**src/rtl/harmonic_sequencer.sv**
```systemverilog
// Steps a one-hot MOSFET drive pattern table on NCO ticks, with all-off dead time between differing drives.
// Latency: drives go off one clock after a changing tick; the new pattern appears DEAD_CYCLES clocks after that.
// Backpressure: none; ticks that arrive during dead time are dropped and flagged in tickOverrun.
module harmonic_sequencer #(
    parameter int STEPS = 6,
    parameter int DEAD_CYCLES = 2,
    localparam int IDX_W = $clog2(STEPS)
) (
    input  logic             clk,
    input  logic             rstN,
    input  logic             enable,
    input  logic             abort,
    input  logic             stepTick,
    input  logic             cfgWrite,
    input  logic [3:0]       cfgAddr,
    input  logic [3:0]       cfgData,
    input  logic             clearFaults,
    output logic             pushBase,
    output logic             pushPeak,
    output logic             pullBase,
    output logic             pullPeak,
    output logic [IDX_W-1:0] stepIndex,
    output logic             running,
    output logic             cycleStart,
    output logic             patternFault,
    output logic             tickOverrun
);

    typedef enum logic [1:0] {IDLE, DEAD, DRIVE} state_t;

    localparam logic [IDX_W-1:0] LAST_IDX  = IDX_W'(STEPS - 1);
    localparam logic [3:0]       DEAD_LOAD = 4'(DEAD_CYCLES - 1);

    state_t           state, stateNext;
    logic [IDX_W-1:0] idxNext, advIdx;
    logic [3:0]       deadCnt, deadCntNext;
    logic [3:0]       drives, drivesNext;
    logic             runNext, csNext, pfNext, toNext;
    logic             pfEvt, toEvt, wrap;
    logic [3:0]       loadPat, advPat;
    logic [3:0]       patTable [STEPS];

    function automatic logic isIllegal(input logic [3:0] p);
        return (p & (p - 4'd1)) != 4'd0;
    endfunction

    function automatic logic [3:0] masked(input logic [3:0] p);
        return isIllegal(p) ? 4'd0 : p;
    endfunction

    // Default waveform: +1,+2,+1,-1,-2,-1
    function automatic logic [3:0] resetPattern(input int i);
        case (i)
            0:       return 4'b0001;
            1:       return 4'b0010;
            2:       return 4'b0001;
            3:       return 4'b0100;
            4:       return 4'b1000;
            5:       return 4'b0100;
            default: return 4'b0000;
        endcase
    endfunction

    always_ff @(posedge clk or negedge rstN) begin
        if (!rstN) begin
            for (int i = 0; i < STEPS; i++) patTable[i] <= resetPattern(i);
        end else if (cfgWrite && (int'(cfgAddr) < STEPS)) begin
            patTable[cfgAddr[IDX_W-1:0]] <= cfgData;
        end
    end

    always_ff @(posedge clk or negedge rstN) begin
        if (!rstN) begin
            state        <= IDLE;
            stepIndex    <= '0;
            deadCnt      <= '0;
            drives       <= '0;
            running      <= 1'b0;
            cycleStart   <= 1'b0;
            patternFault <= 1'b0;
            tickOverrun  <= 1'b0;
        end else begin
            state        <= stateNext;
            stepIndex    <= idxNext;
            deadCnt      <= deadCntNext;
            drives       <= drivesNext;
            running      <= runNext;
            cycleStart   <= csNext;
            patternFault <= pfNext;
            tickOverrun  <= toNext;
        end
    end

    always_comb begin
        stateNext   = state;
        idxNext     = stepIndex;
        deadCntNext = deadCnt;
        drivesNext  = drives;
        runNext     = running;
        csNext      = 1'b0;
        pfEvt       = 1'b0;
        toEvt       = 1'b0;
        wrap        = (stepIndex == LAST_IDX);
        advIdx      = wrap ? '0 : stepIndex + IDX_W'(1);
        loadPat     = patTable[stepIndex];
        advPat      = patTable[advIdx];

        if (abort) begin
            stateNext   = IDLE;
            idxNext     = '0;
            deadCntNext = '0;
            drivesNext  = '0;
            runNext     = 1'b0;
        end else begin
            case (state)
                IDLE: begin
                    drivesNext = '0;
                    if (enable && stepTick) begin
                        stateNext   = DEAD;
                        idxNext     = '0;
                        deadCntNext = DEAD_LOAD;
                        runNext     = 1'b1;
                        csNext      = 1'b1;
                    end
                end
                DEAD: begin
                    drivesNext = '0;
                    toEvt      = stepTick;
                    // Table is read at load time so late config writes still land.
                    if (deadCnt == '0) begin
                        stateNext  = DRIVE;
                        drivesNext = masked(loadPat);
                        pfEvt      = isIllegal(loadPat);
                    end else begin
                        deadCntNext = deadCnt - 4'd1;
                    end
                end
                DRIVE: begin
                    if (stepTick) begin
                        if (wrap && !enable) begin
                            stateNext  = IDLE;
                            idxNext    = '0;
                            drivesNext = '0;
                            runNext    = 1'b0;
                        end else begin
                            idxNext = advIdx;
                            csNext  = wrap;
                            // Identical drive needs no dead time; this is its load.
                            if (masked(advPat) == drives) begin
                                pfEvt = isIllegal(advPat);
                            end else begin
                                stateNext   = DEAD;
                                drivesNext  = '0;
                                deadCntNext = DEAD_LOAD;
                            end
                        end
                    end
                end
                default: begin
                    stateNext  = IDLE;
                    drivesNext = '0;
                    runNext    = 1'b0;
                end
            endcase
        end

        pfNext = pfEvt | (patternFault & ~clearFaults);
        toNext = toEvt | (tickOverrun & ~clearFaults);
    end

    assign pushBase = drives[0];
    assign pushPeak = drives[1];
    assign pullBase = drives[2];
    assign pullPeak = drives[3];

endmodule

```
**config.mk**
```make
export PLATFORM = sky130hd
export DESIGN_NAME = harmonic_sequencer
export DESIGN_NICKNAME = d
export VERILOG_FILES = /design/src/rtl/harmonic_sequencer.sv
export SDC_FILE = /design/constraint.sdc
export NUM_CORES = 1
export LEC_CHECK = 0
export CORE_MARGIN = 2
export CORE_UTILIZATION = 35
export DETAILED_ROUTE_END_ITERATION = 10
export GPL_TIMING_DRIVEN = 0
export PLACE_DENSITY = 0.54
export SYNTH_ARGS = -nofsm -noshare
export SYNTH_HDL_FRONTEND = slang
export SYNTH_SLANG_ARGS = --single-unit
```
**constraint.sdc**
```tcl
create_clock -name clk -period 7.15 [get_ports clk]
set_clock_uncertainty 0.15 [all_clocks]
set_input_delay 2.145 -clock clk [delete_from_list [all_inputs] [get_ports clk]]
set_output_delay 2.145 -clock clk [all_outputs]
set_load 0.05 [all_outputs]
```
==> results.sh, run 1 <==
export IMPL_nFillCells=694
export IMPL_cts_repair_resized=0
export IMPL_regArea_um2=1030
export IMPL_floorplan_initialDensity_pct=35.6
export IMPL_cts_root_buf="clkbuf_8"
export IMPL_cellLeakagePower_nw=1.23
export IMPL_grt_pass1_vias=1975
export IMPL_drc_errors=0
export IMPL_cp_max_fo=5
export IMPL_seq_power_share_pct=37.2
export IMPL_grt_total_usage_pct=15.7
export IMPL_syn_nets=269
export IMPL_fin_setup_tns_ns=0
export IMPL_start_kind="primary input"
export IMPL_timing_final_max_slew_violations=0
export IMPL_finalSetupViolCount=0
export IMPL_cp_depth=4
export IMPL_post_dp_cell_area_um2=2940
export IMPL_peakVddDrop_mv=0.161
export IMPL_clock_latency_ns=0.29
export IMPL_fin_crit_ns=4.00
export IMPL_final_hold_viol_count=0
export IMPL_ant_nets=0
export IMPL_io_buffers=25
export IMPL_synth_avg_cell_area_um2=10.3
export IMPL_multi_input_area_um2=1410
export IMPL_ys_ff_latch=41
export IMPL_slowest_delay_ns=0.65
export IMPL_detail_route_vias_per_cell=5.30
export IMPL_path_cells="clkdlybuf4s50_1 > nor3b_1 > nor3b_1 > mux2_2"
export IMPL_antenna_cells=0
export IMPL_cp_top_family="simple AND/OR/NAND/NOR gates"
export IMPL_gr_total_overflow=0
export IMPL_worst_slack_ns=3.15
export IMPL_power_density_nw_per_um2=299
export IMPL_cp_slowest_cell="nor3b_1"
export IMPL_synthFlopType="dfrtp_1"
export IMPL_drtIter0Drc=77
export IMPL_ys_seq_area_share_pct=40.5
export IMPL_syn_inst=249
export IMPL_async_flop_share_pct=100
export IMPL_fin_area_um2=3040
export IMPL_clock_sinks=41
export IMPL_area_delta_synth_final_pct=19.0
export IMPL_cts_tree="yes"
export IMPL_pre_cts_ws_ns=2.86
export IMPL_status="finished clean"
export IMPL_crit_top_cell="nor3b_1"
export IMPL_critPathKind="in -> reg"
export IMPL_core_area_um2=7180
export IMPL_final_common_cell="dfrtp_1"
export IMPL_routedWlPerCell_um=15.6
export IMPL_rsz0062_at_grt="false"
export IMPL_netlist_cell_type_count=59
export IMPL_cts_setup_buffers=0
export IMPL_p_int_mw=0.550
export IMPL_hold_path_startpoint="deadCnt[1]"
export IMPL_cp_startpoint="cfgAddr[3]"
export IMPL_final_cell_mix="dfrtp_1, mux2_2, clkdlybuf4s50_1, nand2_1, nor2_1"
export IMPL_grt_pass1_wl_mm=9.65
export IMPL_max_freq_ghz=0.250
export IMPL_num_io_pins=26
export IMPL_slew_headroom_pct=31.6
export IMPL_worstHoldPathType="reg -> reg"
export IMPL_power_share_clock_pct=17.6
export IMPL_rrSetupSlack_ns=3.68
export IMPL_clockBufferDepth=2
export IMPL_hold_buffers=0
export IMPL_synth_edf_count=0
export IMPL_post_dp_hpwl_mm=4.63
export IMPL_via_count=2026
export IMPL_fin_nets=302
export IMPL_htreeDepth=2
export IMPL_cp_arrival_ns=4.03
export IMPL_reg2reg_to="drives[2]"
export IMPL_worstMarginPinSlew_ns=1.03
export IMPL_cts_buffers=5
export IMPL_grt_max_degree=31
export IMPL_r2r_start="stepIndex[1]"
export IMPL_whs_ns=0.365
export IMPL_cap_violations=0
export IMPL_p_comb_share_pct=45.2
export IMPL_setup_worst_path_end="patTable[22]"
export IMPL_critPathBufInv=1
export IMPL_r2r_cells=10
export IMPL_die_y_um=89.4
export IMPL_switching_share_pct=39.4
export IMPL_drt_pass1_iter_count=5
export IMPL_yosys_warnings=0
export IMPL_crit_path_end_kind="register"
export IMPL_num_rows=31
export IMPL_net_switching_power_mw=0.358
export IMPL_die_area_um2=8000
export IMPL_cp_required_ns=7.18
export IMPL_clk_pin_slew_worst_paths_ns=0.08
export IMPL_drive_gt1_share_pct=21.6
export IMPL_syn_cell_area_um2=2550
export IMPL_wl_mm=5.94
export IMPL_gp_congestion=0.804
export IMPL_post_route_period_util_pct=56.0
export IMPL_die_w_um=89.4
export IMPL_antenna_found_initial=0
-- registers in the layout, summed over array words and instances (netlist names) --
signal,cells
patTable,24
drives,4
cycleStart,1
running,1
state,2
stepIndex,3
deadCnt,4
tickOverrun,1
patternFault,1
-- cell type report --
| type | count | share of cell area (%) |
|---|---|---|
| clock buffers | 6 | 2.72 |
| well taps | 99 | 4.07 |
| inverters | 16 | 1.98 |
| flip-flops and latches | 41 | 34.0 |
| repair buffers | 26 | 8.72 |
| multi-input cells | 183 | 46.3 |
| plain buffers | 9 | 1.73 |
| clock inverters | 2 | 0.453 |
-- power groups by stage --
stage / Sequential [mW] / Clock [mW] / Combinational (mW)
2_1_floorplan: 0.357 / 0 / 0.284
3_3_place_gp: 0.339 / 0 / 0.407
3_5_place_dp: 0.342 / 0 / 0.411
4_1_cts: 0.337 / 0.166 / 0.413
5_1_grt: 0.347 / 0.175 / 0.451
6_report: 0.338 / 0.159 / 0.410
-- through the flow --
stage	std cells	total power, mW	util (%)
finish	382	0.908	42.4
floorplan	249	0.640	-
global route	382	0.972	42.4
CTS	382	0.916	42.4
detailed placement	374	0.753	41.0
global placement	373	0.746	40.8
-- cells in the mapped netlist, types with 3 or more instances --
cell	n	area (µm²)
dfrtp_1	35	876
mux2_2	25	282
nand2_1	22	82.6
nor2_1	16	60.1
inv_1	15	56.3
o21ai_0	8	40.0
nor3_1	7	35.0
dfstp_2	6	158
nand3_1	6	30.0
ha_1	5	62.6
mux2i_1	5	50.1
nand2b_1	5	31.3
nor2b_1	5	31.3
a21oi_1	4	20.0
clkbuf_1	4	15.0
mux4_2	4	90.1
o31a_1	4	35.0
o31ai_1	4	30.0
a21boi_0	3	22.5
a21o_1	3	22.5
buf_2	3	15.0
mux2_4	3	45.0
nor3b_1	3	22.5
o221ai_1	3	26.3
o22ai_1	3	18.8
or2_2	3	18.8
or4_1	3	22.5
-- worst min-delay path: stages (launching register included) --
cell and delay (ns):
dfrtp_1 0.37, nand2_1 0.05, o31ai_1 0.05
-- layer usage --
| metal | vias to the layer above | global-route usage (%) | share of wire, % |
|---|---|---|---|
| li1 | 997 | - | - |
| met3 | 6 | 2.86 | 4.1 |
| met1 | 974 | 20.4 | 48 |
| met5 | - | 0 | 0 |
| met2 | 49 | 27.5 | 48 |
| met4 | 0 | 2.85 | 0.52 |
-- kinds of logic after synthesis --
group                      synth area share (%)
muxes                                      18.3
buffers and inverters                      4.41
AOI/OAI and AO/OA                          17.2
adders and majority gates                  2.84
DFF                                        40.5
and+or+nand+nor                            16.8
-- how the worst min path moves through the flow --
stage                     slack, ns          to  cells after the start
after floorplan                0.32  deadCnt[1]                      2
after global placement         0.34  deadCnt[1]                      2
after detailed placement       0.35  deadCnt[1]                      2
after CTS                      0.37  deadCnt[1]                      2
after global routing           0.39  deadCnt[3]                      1
final                          0.36  deadCnt[1]                      2
Note: power is estimated with default switching activity, not from simulation.
==> inputs of run 2 (changes only) <==
PLACE_DENSITY = 0.55   (was 0.54)
clock period = 3.3 ns   (was 7.15 ns; I/O delays follow)
==> run 2 against run 1 <==
Global-route usage rose by 0.51 points. Non-clock buffer count rose by 1. Combinational power rose by 130%.
==> results.sh, run 2 (synthesized netlist as in run 1, its figures left out) <==
export IMPL_path_cells="buf_6 > or3b_1 > o22a_1 > or4_1 > a21boi_1 > o21ai_2 > nor3_4 > a21o_4 > mux2_4"
export IMPL_cp_required_ns=3.33
export IMPL_detail_route_vias_per_cell=5.39
export IMPL_max_freq_ghz=0.317
export IMPL_rsz0062_at_grt="false"
export IMPL_nFillCells=702
export IMPL_grt_pass1_wl_mm=9.99
export IMPL_worstHoldPathType="reg -> reg"
export IMPL_multi_input_area_um2=1440
export IMPL_final_common_cell="dfrtp_1"
export IMPL_clockBufferDepth=2
export IMPL_die_y_um=89.4
export IMPL_reg2reg_to="drives[1]"
export IMPL_area_delta_synth_final_pct=20.0
export IMPL_peakVddDrop_mv=0.227
export IMPL_antenna_found_initial=0
export IMPL_core_area_um2=7180
export IMPL_wl_mm=6.10
export IMPL_hold_path_startpoint="running"
export IMPL_largest_registers="patTable: 24 flops, deadCnt: 4 flops, drives: 4 flops"
export IMPL_io_buffers=25
export IMPL_grt_pass1_vias=2017
export IMPL_htreeDepth=2
export IMPL_r2r_cells=9
export IMPL_post_dp_hpwl_mm=4.74
export IMPL_fin_setup_tns_ns=0
export IMPL_crit_path_end_kind="register"
export IMPL_drc_errors=0
export IMPL_timing_final_max_slew_violations=0
export IMPL_die_w_um=89.4
export IMPL_via_count=2064
export IMPL_drive_gt1_share_pct=22.5
export IMPL_start_kind="register"
export IMPL_status="finished clean"
export IMPL_clock_sinks=41
export IMPL_critPathKind="reg -> reg"
export IMPL_finalSetupViolCount=0
export IMPL_cp_top_family="simple AND/OR/NAND/NOR gates"
export IMPL_routedWlPerCell_um=15.9
export IMPL_die_area_um2=8000
export IMPL_cellLeakagePower_nw=1.23
export IMPL_worstMarginPinSlew_ns=0.751
export IMPL_critPathBufInv=1
export IMPL_cap_violations=0
export IMPL_post_route_period_util_pct=95.7
export IMPL_grt_max_degree=27
export IMPL_final_core_util_pct=42.7
export IMPL_num_io_pins=26
export IMPL_rrSetupSlack_ns=0.14
export IMPL_gr_total_overflow=0
export IMPL_regArea_um2=1030
export IMPL_gp_congestion=0.818
export IMPL_holdPathStages=1
export IMPL_cts_buffers=5
export IMPL_slew_headroom_pct=49.5
export IMPL_hold_buffers=0
export IMPL_cp_max_fo=10
export IMPL_cts_tree="yes"
export IMPL_fin_nets=303
export IMPL_antenna_cells=0
export IMPL_fin_crit_ns=3.16
export IMPL_num_rows=31
export IMPL_cp_slowest_cell="or4_1"
export IMPL_slowest_delay_ns=0.50
export IMPL_clock_latency_ns=0.30
export IMPL_power_density_nw_per_um2=648
export IMPL_clk_pin_slew_worst_paths_ns=0.09
export IMPL_drtIter0Drc=95
export IMPL_ant_nets=0
export IMPL_drt_pass1_iter_count=4
export IMPL_grt_total_usage_pct=16.2
export IMPL_final_hold_viol_count=0
export IMPL_floorplan_initialDensity_pct=35.6
export IMPL_cts_root_buf="clkbuf_8"
export IMPL_holdPathEnd="running"
export IMPL_regMostFlops="patTable"
export IMPL_final_cell_mix="dfrtp_1, mux2_2, clkdlybuf4s50_1, nand2_1, nor2_1"
export IMPL_cp_arrival_ns=3.19
export IMPL_r2r_start="stepIndex[1]"
export IMPL_largest_reg_flops=24
[run 2: how the worst max path moves through the flow]
| stage | startpoint | end | slack (ns) | depth (start not counted) |
|---|---|---|---|---|
| after detailed placement | stepIndex[1] | drives[1] | -0.08 | 10 |
| final | stepIndex[1] | drives[1] | 0.14 | 9 |
| after floorplan | stepIndex[2] | drives[0] | 0.09 | 9 |
| after global placement | stepIndex[1] | drives[1] | -0.09 | 10 |
| after CTS | stepIndex[1] | drives[1] | 0.02 | 9 |
| after global routing | stepIndex[1] | drives[1] | 0.01 | 10 |
[run 2: per-layer routing]
layer / wire length, µm / GRT usage (%) / part of all wire, %
met1: 2880 / 21.1 / 47
met2: 2960 / 28.2 / 49
met3: 223 / 3.23 / 3.7
met4: 40 / 2.71 / 0.66
met5: 0 / 0 / 0
[run 2: through the flow]
step / hold slack [ns] / instance area (µm²) / total power, mW / instances / setup slack, ns
after floorplan: 0.322 / 2550 / 1.39 / 249 / 0.0928
after global placement: 0.343 / 2930 / 1.62 / 373 / -0.0894
after detailed placement: 0.354 / 2940 / 1.63 / 374 / -0.0798
after CTS: 0.374 / 3050 / 1.98 / 383 / 0.0212
after global routing: 0.384 / 3070 / 2.13 / 383 / 0.0144
final: 0.368 / 3070 / 1.99 / 383 / 0.143
[run 2: final cells by class]
| cell class | instances | share of cell area, % |
|---|---|---|
| clock buffer | 7 | 2.49 |
| inverter | 16 | 1.96 |
| timing repair buffer | 27 | 8.90 |
| tap | 99 | 4.04 |
| buffer | 9 | 1.71 |
| clock inverter | 1 | 0.245 |
| sequential | 41 | 33.7 |
| multi-input combinational | 183 | 46.9 |
[run 2: repair_timing]
item / CTS / global route
gates resized for setup: 2 / 4
buffers inserted: 1 / 0
endpoints found under the hold margin: 0 / 0
setup endpoints to repair: 3 / 4
pin swaps: 1 / 1
[run 2: where the power goes]
part / switching [mW] / leakage (nW) / internal (mW) / total, mW
logic: 0.517 / 0.680 / 0.406 / 0.923
clock network: 0.180 / 0.0385 / 0.150 / 0.330
registers: 0.101 / 0.514 / 0.632 / 0.733
==> inputs of run 3 (changes only) <==
ABC_AREA = 1   (was not set)
CAP_MARGIN = 15   (was not set)
CORE_UTILIZATION = 51   (was 35)
PLACE_DENSITY = 0.76   (was 0.55)
==> run 3 against run 2 <==
Die area shrank 31%. Sequential power shrank 2%. Global-route usage increased by 6.6 points. Setup slack improved by 0.25 ns. Clock-buffer cell count fell by 2. Total power grew 0.92%. Final cell count up 19%. Routed wire length shrank 7.0%. Critical path type is now in -> reg. Largest cell class unchanged. Highest routed layer unchanged.
==> results.sh, run 3 <==
export IMPL_cap_violations=0
export IMPL_antenna_cells=0
export IMPL_antenna_found_initial=0
export IMPL_synth_top_area_cell="dfrtp_1"
export IMPL_grt_max_degree=42
export IMPL_synth_edf_count=0
export IMPL_netlist_area_leader_share_pct=34.5
export IMPL_fin_crit_ns=2.91
export IMPL_use_met2_pct=31.8
export IMPL_rsz0062_at_grt="false"
export IMPL_die_w_um=74.6
export IMPL_start_kind="primary input"
export IMPL_async_flop_share_pct=100
export IMPL_p_comb_share_pct=47.2
export IMPL_synthTopCellsByArea="dfrtp_1, nand2_1, o21ai_0, inv_1, dfstp_2"
export IMPL_gp_congestion=0.986
export IMPL_timing_final_max_slew_violations=0
export IMPL_regArea_um2=1030
export IMPL_die_y_um=74.6
export IMPL_routedWlPerCell_um=12.4
export IMPL_grt_total_usage_pct=22.8
export IMPL_worstMarginPinSlew_ns=0.905
export IMPL_cts_buffers=5
export IMPL_cts_root_buf="clkbuf_8"
export IMPL_grt_met3_usage_pct=4.07
export IMPL_critPathKind="in -> reg"
export IMPL_num_io_pins=26
export IMPL_hold_buffers=0
export IMPL_worstHoldPathType="reg -> reg"
export IMPL_synth_most_common_cell="nand2_1"
export IMPL_synthFlopType="dfrtp_1"
export IMPL_synthTopCellsByCount="nand2_1, inv_1, dfrtp_1, o21ai_0, nand3_1"
export IMPL_clock_latency_ns=0.30
export IMPL_htreeDepth=2
export IMPL_switching_share_pct=44.5
export IMPL_holdPathStages=2
export IMPL_drt_pass1_iter_count=8
export IMPL_core_area_um2=4750
export IMPL_die_area_um2=5560
export IMPL_io_buffers=25
export IMPL_yosys_warnings=0
export IMPL_via_count=2386
export IMPL_drive_gt1_share_pct=10.5
export IMPL_slew_headroom_pct=39.7
export IMPL_cts_repair_resized=0
export IMPL_final_cell_mix="nand2_1, inv_1, o21ai_0, dfrtp_1, clkdlybuf4s50_1"
export IMPL_grt_pass1_wl_mm=9.66
export IMPL_crit_path_end_kind="register"
export IMPL_syn_nets=377
export IMPL_grt_pass1_vias=2084
export IMPL_clk_pin_slew_worst_paths_ns=0.08
export IMPL_ys_seq_area_share_pct=40.7
export IMPL_ys_ff_latch=41
export IMPL_drc_errors=0
export IMPL_cp_arrival_ns=2.95
export IMPL_ant_nets=0
export IMPL_r2r_cells=15
export IMPL_grt_util_met1_pct=35.6
export IMPL_net_switching_power_mw=0.893
export IMPL_power_share_clock_pct=16.8
export IMPL_largest_reg_flops=24
export IMPL_syn_cell_area_um2=2540
export IMPL_cp_required_ns=3.34
export IMPL_syn_inst=357
export IMPL_cellLeakagePower_nw=1.36
export IMPL_num_rows=25
export IMPL_final_common_cell="nand2_1"
export IMPL_path_cells="clkdlybuf4s50_1 > nor2_1 > inv_1 > nor2_1 > a21oi_1 > o21ai_0 > a211oi_1 > nand2_2 > nand2_1 > o21ai_1"
export IMPL_cp_slowest_cell="clkdlybuf4s50_1"
export IMPL_area_delta_synth_final_pct=16.5
export IMPL_whs_ns=0.343
export IMPL_drtIter0Drc=207
export IMPL_detail_route_vias_per_cell=5.22
export IMPL_p_int_mw=1.11
export IMPL_slowest_delay_ns=0.58
export IMPL_max_freq_ghz=0.344
export IMPL_regMostFlops="patTable"
export IMPL_synth_avg_cell_area_um2=7.11
export IMPL_gr_max_usage_layer="met1"
export IMPL_finalSetupViolCount=0
export IMPL_floorplan_initialDensity_pct=53.4
export IMPL_cp_max_fo=8
export IMPL_peakVddDrop_mv=0.326
export IMPL_seq_power_share_pct=36.0
export IMPL_nFillCells=457
export IMPL_fin_nets=409
export IMPL_crit_top_cell="nor2_1"
export IMPL_gr_total_overflow=0
export IMPL_multi_input_area_um2=1280
export IMPL_cts_setup_buffers=0
export IMPL_post_dp_hpwl_mm=4.30
export IMPL_fin_setup_tns_ns=0
export IMPL_power_density_nw_per_um2=678
export IMPL_post_route_period_util_pct=88.1
export IMPL_cts_tree="yes"
export IMPL_largest_registers="patTable: 24 flops, deadCnt: 4 flops, drives: 4 flops"
export IMPL_wl_mm=5.67
export IMPL_clockBufferDepth=2
export IMPL_final_hold_viol_count=0
export IMPL_clock_sinks=41
export IMPL_status="finished clean"
export IMPL_netlist_cell_type_count=29
run 3: cell types whose count changed in the layout (fill, tap and decap cells not counted), sizes merged, moves of 15 or more:
cell,change
nand2,+98
inv,+38
o21ai,+34
mux2,-28
nand3,+15
nand4,+15
run 3: final timing paths:
path / start / end / slack [ns]
max in group asynchronous: rstN / patTable[15] / 1.77
setup / recovery: abort / deadCnt[0] / 0.39
setup reg to reg: stepIndex[1] / drives[0] / 0.78
hold / removal: patTable[12] / patTable[12] / 0.34
hold reg to reg: patTable[12] / patTable[12] / 0.34
min in group asynchronous: rstN / patTable[9] / 0.66
run 3: critical path, delay by kind of cell:
| kind | cells | cell delay [ns] |
|---|---|---|
| buf+inv | 2 | 0.67 |
| simple gates | 4 | 0.42 |
| compound gates | 4 | 0.86 |
run 3: kinds of logic (layout without fill, tap and decap cells):
family	Yosys count	in the layout	share of synthesized area [%]
compound gates	67	67	15.5
fa+ha+maj	5	5	2.46
buf+inv	56	89	8.77
simple gates	188	188	32.5
flops	41	41	40.7
run 3: final cells by class:
class | instances | share of cell area (%)
Sequential cell | 41 | 34.9
Clock buffer | 5 | 2.33
Buffer | 4 | 0.931
Clock inverter | 3 | 0.719
Inverter | 52 | 6.60
Multi-Input combinational cell | 260 | 43.4
Timing Repair Buffer | 25 | 8.29
Tap cell | 67 | 2.83
run 3: stage by stage:
step / instances / util (%) / cell area (µm²) / total power [mW] / worst slack, ns
after CTS: 457 / 62.2 / 2960 / 2.01 / 0.432
after global placement: 449 / 60.4 / 2870 / 1.64 / 0.0748
after floorplan: 357 / - / 2540 / 1.43 / 0.850
after global routing: 457 / 62.2 / 2960 / 2.18 / 0.0438
final: 457 / 62.2 / 2960 / 2.00 / 0.392
after detailed placement: 449 / 60.3 / 2870 / 1.67 / 0.104
run 3: power groups by stage:
stage	clock [mW]	combinational (mW)	sequential (mW)
3_3_place_gp	0	0.918	0.724
5_1_grt	0.362	1.08	0.740
3_5_place_dp	0	0.939	0.727
4_1_cts	0.347	0.942	0.720
6_report	0.337	0.947	0.721
2_1_floorplan	0	0.667	0.766
run 3: metal layers:
layer / up-vias / wire length (µm)
met1: 1066 / 2920
met5: - / 0
li1: 1239 / -
met4: 0 / 68
met2: 74 / 2370
met3: 7 / 311
